==> src/rtl/enigma_pipe.sv <==
// Eight-stage pipelined Enigma (rotors III/II/I, reflector UKW-B, rings at 'A').
// Define ENIGMA_PLUGBOARD_EN to add the writable plugboard and its ports.
module enigma_pipe #(
    parameter int unsigned R1_INIT_VALUE = 1,
    parameter int unsigned R2_INIT_VALUE = 1,
    parameter int unsigned R3_INIT_VALUE = 1,
    parameter int unsigned R1_NOTCH      = 22,
    parameter int unsigned R2_NOTCH      = 5
) (
    input  logic       clk_i,
    input  logic       rst_i,
`ifdef ENIGMA_PLUGBOARD_EN
    input  logic       plug_wr_i,
    input  logic [6:0] plug_a_i,
    input  logic [6:0] plug_b_i,
`endif
    input  logic       pos_load_i,
    input  logic [6:0] pos_r1_i,
    input  logic [6:0] pos_r2_i,
    input  logic [6:0] pos_r3_i,
    output logic [6:0] pos_r1_o,
    output logic [6:0] pos_r2_o,
    output logic [6:0] pos_r3_o,
    input  logic [6:0] in_symb_i,
    input  logic       in_symb_val_i,
    output logic       in_symb_rdy_o,
    output logic [6:0] out_symb_o,
    output logic       out_symb_val_o,
    input  logic       out_symb_rdy_i,
    output logic       out_err_o
);

    localparam int unsigned SYM_W  = 7;
    localparam int unsigned IDX_W  = 5;
    localparam int unsigned N_LET  = 26;
    localparam int unsigned TBL_W  = 8 * N_LET;
    localparam int unsigned N_STG  = 7;

    // Wiring strings: leftmost character is the image of 'A'.
    localparam logic [TBL_W-1:0] ROT_I   = "EKMFLGDQVZNTOWYHXUSPAIBRCJ";
    localparam logic [TBL_W-1:0] ROT_II  = "AJDKSIRUXBLHWTMCQGZNPYFVOE";
    localparam logic [TBL_W-1:0] ROT_III = "BDFHJLCPRTXVZNYEIWGAKMQOUS";
    localparam logic [TBL_W-1:0] UKW_B   = "YRUHQSLDPXNGOKMIEBFZCWVJAT";

    typedef struct packed {
        logic             vld;
        logic             err;
        logic [IDX_W-1:0] sym;
        logic [IDX_W-1:0] o1;
        logic [IDX_W-1:0] o2;
        logic [IDX_W-1:0] o3;
    } stage_t;

    function automatic logic is_letter(input logic [SYM_W-1:0] p);
        return (p >= SYM_W'(1)) && (p <= SYM_W'(N_LET));
    endfunction

    function automatic logic [SYM_W-1:0] inc_pos(input logic [SYM_W-1:0] p);
        return (p == SYM_W'(N_LET)) ? SYM_W'(1) : SYM_W'(p + SYM_W'(1));
    endfunction

    function automatic logic [IDX_W-1:0] pos_to_off(input logic [SYM_W-1:0] p);
        return IDX_W'(p - SYM_W'(1));
    endfunction

    function automatic logic [IDX_W-1:0] add_mod(input logic [IDX_W-1:0] a,
                                                 input logic [IDX_W-1:0] b);
        logic [IDX_W:0] s;
        s = (IDX_W+1)'(a) + (IDX_W+1)'(b);
        if (s >= (IDX_W+1)'(N_LET)) s = s - (IDX_W+1)'(N_LET);
        return IDX_W'(s);
    endfunction

    // Subtraction stays unsigned by adding 26 before removing the offset.
    function automatic logic [IDX_W-1:0] sub_mod(input logic [IDX_W-1:0] a,
                                                 input logic [IDX_W-1:0] b);
        logic [IDX_W:0] s;
        s = (IDX_W+1)'(a) + (IDX_W+1)'(N_LET) - (IDX_W+1)'(b);
        if (s >= (IDX_W+1)'(N_LET)) s = s - (IDX_W+1)'(N_LET);
        return IDX_W'(s);
    endfunction

    function automatic logic [IDX_W-1:0] map_fwd(input logic [TBL_W-1:0] tbl,
                                                 input logic [IDX_W-1:0] c);
        logic [IDX_W-1:0] r;
        r = '0;
        for (int i = 0; i < int'(N_LET); i++) begin
            if (c == IDX_W'(i)) r = IDX_W'(tbl[8*(25-i) +: 8] - 8'd65);
        end
        return r;
    endfunction

    function automatic logic [IDX_W-1:0] map_inv(input logic [TBL_W-1:0] tbl,
                                                 input logic [IDX_W-1:0] c);
        logic [IDX_W-1:0] r;
        r = '0;
        for (int i = 0; i < int'(N_LET); i++) begin
            if (IDX_W'(tbl[8*(25-i) +: 8] - 8'd65) == c) r = IDX_W'(i);
        end
        return r;
    endfunction

    function automatic logic [IDX_W-1:0] rotor_fwd(input logic [TBL_W-1:0] tbl,
                                                   input logic [IDX_W-1:0] c,
                                                   input logic [IDX_W-1:0] o);
        return sub_mod(map_fwd(tbl, add_mod(c, o)), o);
    endfunction

    function automatic logic [IDX_W-1:0] rotor_bwd(input logic [TBL_W-1:0] tbl,
                                                   input logic [IDX_W-1:0] c,
                                                   input logic [IDX_W-1:0] o);
        return sub_mod(map_inv(tbl, add_mod(c, o)), o);
    endfunction

    logic             stall;
    logic             accept;
    logic             in_range;
    logic             step_r2;
    logic             step_r3;
    logic [SYM_W-1:0] r1_nxt;
    logic [SYM_W-1:0] r2_nxt;
    logic [SYM_W-1:0] r3_nxt;
    logic [IDX_W-1:0] raw_in_idx;
    logic [IDX_W-1:0] raw_out_idx;
    logic [IDX_W-1:0] plug_in_idx;
    logic [IDX_W-1:0] plug_out_idx;
    stage_t           st_q [N_STG];
    stage_t           st_d [N_STG];

    assign stall         = out_symb_val_o && !out_symb_rdy_i;
    assign in_symb_rdy_o = !rst_i && !pos_load_i && !stall;
    assign accept        = in_symb_val_i && in_symb_rdy_o;
    assign in_range      = is_letter(in_symb_i);
    assign raw_in_idx    = IDX_W'(in_symb_i - SYM_W'(1));
    assign raw_out_idx   = rotor_bwd(ROT_III, st_q[6].sym, st_q[6].o1);

`ifdef ENIGMA_PLUGBOARD_EN
    localparam int unsigned PLUG_W = IDX_W * N_LET;

    logic [PLUG_W-1:0] plug_tbl;
    logic [IDX_W-1:0]  plug_a_idx;
    logic [IDX_W-1:0]  plug_b_idx;

    function automatic logic [IDX_W-1:0] plug_lookup(input logic [PLUG_W-1:0] tbl,
                                                     input logic [IDX_W-1:0]  c);
        logic [IDX_W-1:0] r;
        r = '0;
        for (int i = 0; i < int'(N_LET); i++) begin
            if (c == IDX_W'(i)) r = tbl[IDX_W*i +: IDX_W];
        end
        return r;
    endfunction

    assign plug_a_idx   = IDX_W'(plug_a_i - SYM_W'(1));
    assign plug_b_idx   = IDX_W'(plug_b_i - SYM_W'(1));
    assign plug_in_idx  = plug_lookup(plug_tbl, raw_in_idx);
    assign plug_out_idx = plug_lookup(plug_tbl, raw_out_idx);

    // Pair swap table; writes naming a non-letter are dropped.
    always_ff @(posedge clk_i) begin
        if (rst_i) begin
            for (int i = 0; i < int'(N_LET); i++) plug_tbl[IDX_W*i +: IDX_W] <= IDX_W'(i);
        end else if (plug_wr_i && is_letter(plug_a_i) && is_letter(plug_b_i)) begin
            plug_tbl[IDX_W*int'(plug_a_idx) +: IDX_W] <= plug_b_idx;
            plug_tbl[IDX_W*int'(plug_b_idx) +: IDX_W] <= plug_a_idx;
        end
    end
`else
    assign plug_in_idx  = raw_in_idx;
    assign plug_out_idx = raw_out_idx;
`endif

    // Rotor stepping, decided from the pre-step positions (gives the double step).
    assign step_r2 = (pos_r1_o == SYM_W'(R1_NOTCH)) || (pos_r2_o == SYM_W'(R2_NOTCH));
    assign step_r3 = (pos_r2_o == SYM_W'(R2_NOTCH));

    always_comb begin
        r1_nxt = pos_r1_o;
        r2_nxt = pos_r2_o;
        r3_nxt = pos_r3_o;
        if (accept && in_range) begin
            r1_nxt = inc_pos(pos_r1_o);
            if (step_r2) r2_nxt = inc_pos(pos_r2_o);
            if (step_r3) r3_nxt = inc_pos(pos_r3_o);
        end
    end

    always_ff @(posedge clk_i) begin
        if (rst_i) begin
            pos_r1_o <= SYM_W'(R1_INIT_VALUE);
            pos_r2_o <= SYM_W'(R2_INIT_VALUE);
            pos_r3_o <= SYM_W'(R3_INIT_VALUE);
        end else if (pos_load_i) begin
            pos_r1_o <= is_letter(pos_r1_i) ? pos_r1_i : SYM_W'(1);
            pos_r2_o <= is_letter(pos_r2_i) ? pos_r2_i : SYM_W'(1);
            pos_r3_o <= is_letter(pos_r3_i) ? pos_r3_i : SYM_W'(1);
        end else begin
            pos_r1_o <= r1_nxt;
            pos_r2_o <= r2_nxt;
            pos_r3_o <= r3_nxt;
        end
    end

    // Stage datapath; each symbol carries its own rotor offsets.
    always_comb begin
        for (int k = 1; k < int'(N_STG); k++) st_d[k] = st_q[k-1];
        st_d[0].vld = accept;
        st_d[0].err = !in_range;
        st_d[0].sym = in_range ? plug_in_idx : '0;
        st_d[0].o1  = pos_to_off(r1_nxt);
        st_d[0].o2  = pos_to_off(r2_nxt);
        st_d[0].o3  = pos_to_off(r3_nxt);
        st_d[1].sym = rotor_fwd(ROT_III, st_q[0].sym, st_q[0].o1);
        st_d[2].sym = rotor_fwd(ROT_II,  st_q[1].sym, st_q[1].o2);
        st_d[3].sym = rotor_fwd(ROT_I,   st_q[2].sym, st_q[2].o3);
        st_d[4].sym = map_fwd(UKW_B, st_q[3].sym);
        st_d[5].sym = rotor_bwd(ROT_I,   st_q[4].sym, st_q[4].o3);
        st_d[6].sym = rotor_bwd(ROT_II,  st_q[5].sym, st_q[5].o2);
    end

    always_ff @(posedge clk_i) begin
        if (rst_i) begin
            for (int k = 0; k < int'(N_STG); k++) st_q[k] <= '0;
            out_symb_val_o <= 1'b0;
            out_symb_o     <= '0;
            out_err_o      <= 1'b0;
        end else if (!stall) begin
            for (int k = 0; k < int'(N_STG); k++) st_q[k] <= st_d[k];
            out_symb_val_o <= st_q[6].vld;
            out_err_o      <= st_q[6].vld && st_q[6].err;
            out_symb_o     <= (st_q[6].vld && !st_q[6].err) ?
                              SYM_W'(SYM_W'(plug_out_idx) + SYM_W'(1)) : '0;
        end
    end

endmodule

==> config.mk <==
export PLATFORM = sky130hd
export DESIGN_NAME = enigma_pipe
export DESIGN_NICKNAME = d
export VERILOG_FILES = /design/src/rtl/enigma_pipe.sv
export SDC_FILE = /design/constraint.sdc
export NUM_CORES = 1
export LEC_CHECK = 0
export CAP_MARGIN = 0
export CORE_MARGIN = 1.5
export CORE_UTILIZATION = 28
export CTS_CLUSTER_DIAMETER = 40
export DETAILED_ROUTE_END_ITERATION = 6
export HOLD_SLACK_MARGIN = 0.12
export PLACE_DENSITY = 0.42
export RECOVER_POWER = 25
export SKIP_LAST_GASP = 1
export SYNTH_ARGS = -nofsm -noshare
export SYNTH_HDL_FRONTEND = slang
export SYNTH_SLANG_ARGS = --single-unit
==> constraint.sdc <==
create_clock -name clk_i -period 6.6 [get_ports clk_i]
set_clock_uncertainty 0.1 [all_clocks]
set_input_delay 1.32 -clock clk_i [delete_from_list [all_inputs] [get_ports clk_i]]
set_output_delay 1.32 -clock clk_i [all_outputs]
set_load 0.01 [all_outputs]
Yosys cells after proc, flatten, opt, wreduce, memory -nomap -nowiden --
Memories as Yosys holds them, arrays and structs flattened. Index checks and enable logic that the tools add are counted.
Cells by class: add/subtract/negate cells 38, $lt $le $gt $ge 20, equal/unequal tests 178, muxes and demuxes 218, bitwise gates (word level) 7, reduce and logical (&&, ||, !) cells 23
Operator list (number):
- 2-to-1 mux 5 bit | 185
- == test 5 bit (second input constant) | 40
- == test 5 x 4 -> 1 bit (second input constant) | 32
- 2-to-1 mux 22 bit | 7
- == test 5 bit (first input constant) | 30
- == test 4 x 5 -> 1 bit (first input constant) | 24
- 2-to-1 mux 7 bit | 14
- == test 5 x 3 -> 1 bit (second input constant) | 16
- >= comparator 6 x 5 -> 1 bit (second input constant) | 12
- subtractor 5 bit (second input constant) | 12
- == test 3 x 5 -> 1 bit (first input constant) | 11
- == test 5 x 2 -> 1 bit (second input constant) | 8
- adder 5 x 5 -> 6 bit | 6
- adder 5 x 5 -> 6 bit (second input constant) | 6
- subtractor 6 x 5 -> 6 bit | 6
- == test 2 x 5 -> 1 bit (first input constant) | 6
- == test 7 x 5 -> 1 bit (second input constant) | 4
- >= comparator 7 x 1 -> 1 bit (second input constant) | 4
- less-or-equal comparator 7 x 5 -> 1 bit (second input constant) | 4
- zero test 5 bit | 5
- adder 7 x 1 -> 7 bit (second input constant) | 3
- == test 5 x 1 -> 1 bit (second input constant) | 4
- subtractor 5 x 1 -> 5 bit (second input constant) | 4
- logical AND 1 bit | 11
- other kinds (10) | 30
Storage, ports and cells: flip-flop bits (word level) 30, memory bits (writable) 154, input port bits 33, output and inout bits 31, logic and storage cells 491, memories 1
Memories:
- st_q | depth 7, width 22, rd ports 7, clocked after Yosys merged registers in 0, write ports 7, RTL line 127 | stage_t st_q [N_STG];

Logic depth before layout (Yosys ltp) --
An unclocked memory read counts as a cell.
depth in word-level cells 36, depth in mapped cells 26, mapped depth without buffers 26

Worst setup path after synthesis --
No wires, ideal clock.
path kind flip-flop to flip-flop, start point memory st_q[6][10] (netlist bit), end point register out_symb_o[4], library setup time 0.117 ns, arrival time 4.836 ns, data required time 6.383 ns, slack 1.547 ns, cell stages (with the launch flop) 27, path buffers 0, clock period less this slack 5.053 ns, cells stage by stage edfxtp_1 -> ha_1 -> fa_1 -> a21o_1 -> a21oi_1 -> xnor2_1 -> o21ai_0 -> a21o_1 -> a21oi_1 -> nand2_1 -> o21a_1 -> o22a_1 -> ha_1 -> inv_1 -> ha_1 -> inv_1 -> fa_1 -> nor2b_1 -> o21ai_0 -> nand2b_1 -> xnor2_1 -> nand2_1 -> xnor2_1 -> ha_1 -> nand3_1 -> xor2_1 -> a22o_1
RTL lines:
- from (decl) | RTL line 127
- to (signal assigned) | RTL line 231 | out_symb_o <= (st_q[6].vld && !st_q[6].err) ?
- to (decl) | RTL line 27 | output logic [6:0] out_symb_o,

==> results.toml <==
[synth]
synth-edff-count = 139
synth_top_area_share_pct = 33.52
syn_inst = 1340
postSynth.asyncResetShare_pct = 0
syn_avg_cell_area_um2 = 9.292
synth_fp_nets = 1495
yosys.cell_count.top_type = "edfxtp_1"
seq_area_frac_synth_pct = 38.18
ys.warnings.count = 0
dominantRegCellSynth = "edfxtp_1"
syn_area_um2 = 12450
ys_top_cells_by_count = "139 x edfxtp_1, 116 x nor2_1, 114 x a21oi_1"
synthTopCellsByArea = "edfxtp_1 34%, ha_1 11%, dfxtp_1 4.7%, a21oi_1 4.6%, and2_1 4.2%"
ys_seq_elements = 168
ys_types = 91
synth_top_cell_by_area = "edfxtp_1"

[setup_path]
required_ns = 6.82
cp.arrival_ns = 5.86
crit_path_end_kind = "flop"
cp_max_fo = 7
critPathKind = "reg -> reg"
rr_worst_depth = 26
worstSetupStartpointType = "flop"

[clocking]
clkTransAtPathRegs_ns = 0.06
holdBufCountCts = 0
cts_tree = "yes"
clkLatencyLatePin_ns = 0.43
clock_path_buffers = 2
cts_buffers = 17
cts_resized = 0
clock-root-buffer = "clkbuf_16"
cts_sinks = 168
htreeDepth = 4
cts_setup_buffers = 0

[drt]
via_count = 9483
drc = 0
drt_iter0_markers = 480
avgRoutedWirePerCell_um = 13.47
final_antenna_net_count = 0
first_pass_iters = 5
drt_wl_total_um = 26720
viasPerCell = 4.780

[sta]
setup_violations = 0
hold_viol_final = 0
whs_ns = 0.3527
slew_violations = 86
slew_headroom_pct = -60.59
fmax_mhz = 177.5
min_period_ns = 5.634
fin_crit_sh_pct = 85.36
tightest_slew_ns = 2.409
rsz0062_at_grt = "no"
setup-tns-final_ns = 0

[min_path]
worstHoldPathCells = 2
hold_path_class = "reg -> reg"

[placement]
place_area_um2 = 13670
port_buffers = 62
dp_hpwl_um = 19630
place_congestion = 0.7793

[finish]
final_util_pct = 32.43
area_growth_pct = 14.66
design_area_um2 = 14280
drive_above_1_share_pct = 5.388
diodes = 0
final_nets = 1534

[pwr]
p_leak_uw = 0.005959
irDropWorstVdd_mv = 0.2013
finalPower_uw = 6545
p_per_area_nw_per_um2 = 458.4

[status]
status = "finished, violations left"
violations = "max-capacitance violations, max-slew violations"

[floorplanning]
start_util_pct = 28.28
die_area_um2 = 45740
rows = 77
die_x_um = 213.9
io_pins = 64
chipHeight_um = 213.9
core_um2 = 44030

[global_routing]
grt_pass1_vias = 9160
grt_max_degree = 121
grt_pass1_wl_um = 44970
grt.total_usage_pct = 12.18
grt_antenna_before_repair = 0
grt_overflow = 0

[run]
maxCapViolCount = 2
## stage by stage
step           setup WS [ns]  instances
2_1_floorplan          1.547       1340
3_3_place_gp          0.9569       1952
3_5_place_dp          0.9013       1952
4_1_cts               0.8872       1984
5_1_grt               0.3597       1984
6_report              0.9664       1984
## worst paths after layout
| check | to | slack [ns] | startpoint |
|---|---|---|---|
| setup / recovery | out_symb_o[4] | 0.97 | st_q[6][10] |
| hold / removal | out_symb_o[5] | 0.35 | out_symb_o[5] |
| setup reg to reg | out_symb_o[4] | 0.97 | st_q[6][10] |
| hold reg to reg | out_symb_o[5] | 0.35 | out_symb_o[5] |
## cell type report
type / count / area (µm²)
multi-input combinational: 1014 / 7077
fill: 4566 / 29750
clock inverter: 15 / 200.2
inverter: 109 / 414.1
clock buffer: 17 / 425.4
timing repair buffer: 69 / 665.6
sequential: 168 / 4755
tap: 592 / 740.7
## placed cells by master (no fill, tap or decap), types with 40 or more instances in the layout
cell type	synthesis	routed
nand3_1	40	40
inv_1	107	106
and2_1	83	60
a21oi_1	114	114
nor2_1	116	116
xnor2_1	42	42
o21ai_0	50	50
nand2_1	78	78
edfxtp_1	139	139
ha_1	110	110
## kinds of logic after synthesis
family                   Yosys count  synth area share, %
AND/OR/NAND/NOR                  456                18.82
buffers and inverters            158                4.954
other                              1              0.03012
AO/OA/AOI/OAI                    349                18.55
flip-flops                       168                38.18
multiplexers                      18                1.507
adder cells (fa/ha/maj)          123                13.06
XOR/XNOR                          67                4.893
## sequential cells by signal, summed over array words and instances (netlist names)
name            flops
pos_r2_o            7
out_err_o           1
pos_r3_o            7
out_symb_val_o      1
st_q              139
out_symb_o          6
pos_r1_o            7
## per-layer routing
| metal | vias up | global-route usage, % | part of all wire [%] | routed length [µm] |
|---|---|---|---|---|
| met1 | 4465 | 15.28 | 47 | 12670 |
| met3 | 13 | 2.124 | 2.4 | 638 |
| met4 | 0 | 2.841 | 0.86 | 230 |
| met5 | - | 0 | 0 | 0 |
| li1 | 4916 | - | - | - |
| met2 | 89 | 21.63 | 49 | 13180 |
## worst max-delay path, cell delays in order (launching register included)
cell	delay, ns
edfxtp_1	0.41
ha_1	0.27
fa_1	0.46
a21o_1	0.17
a21oi_1	0.16
xnor2_1	0.25
o21ai_0	0.16
a21o_1	0.21
a21oi_1	0.44
nand2_1	0.14
o21a_1	0.14
o22a_1	0.18
ha_1	0.27
inv_1	0.05
ha_1	0.16
inv_1	0.06
fa_1	0.39
nor2b_1	0.11
o21ai_0	0.08
nand2b_1	0.09
xnor2_1	0.17
nand2_1	0.15
xnor2_1	0.23
ha_1	0.22
nand3_1	0.09
xor2_1	0.16
a22o_1	0.19
## where the power goes
part / leakage, µW / total [µW] / switching, µW / internal, µW
sequential: 0.00192 / 1380 / 68.4 / 1310
combinational: 0.00374 / 4100 / 2340 / 1760
clock: 0.000297 / 1060 / 430 / 634
No activity file was read; power rests on OpenSTA's default activity.
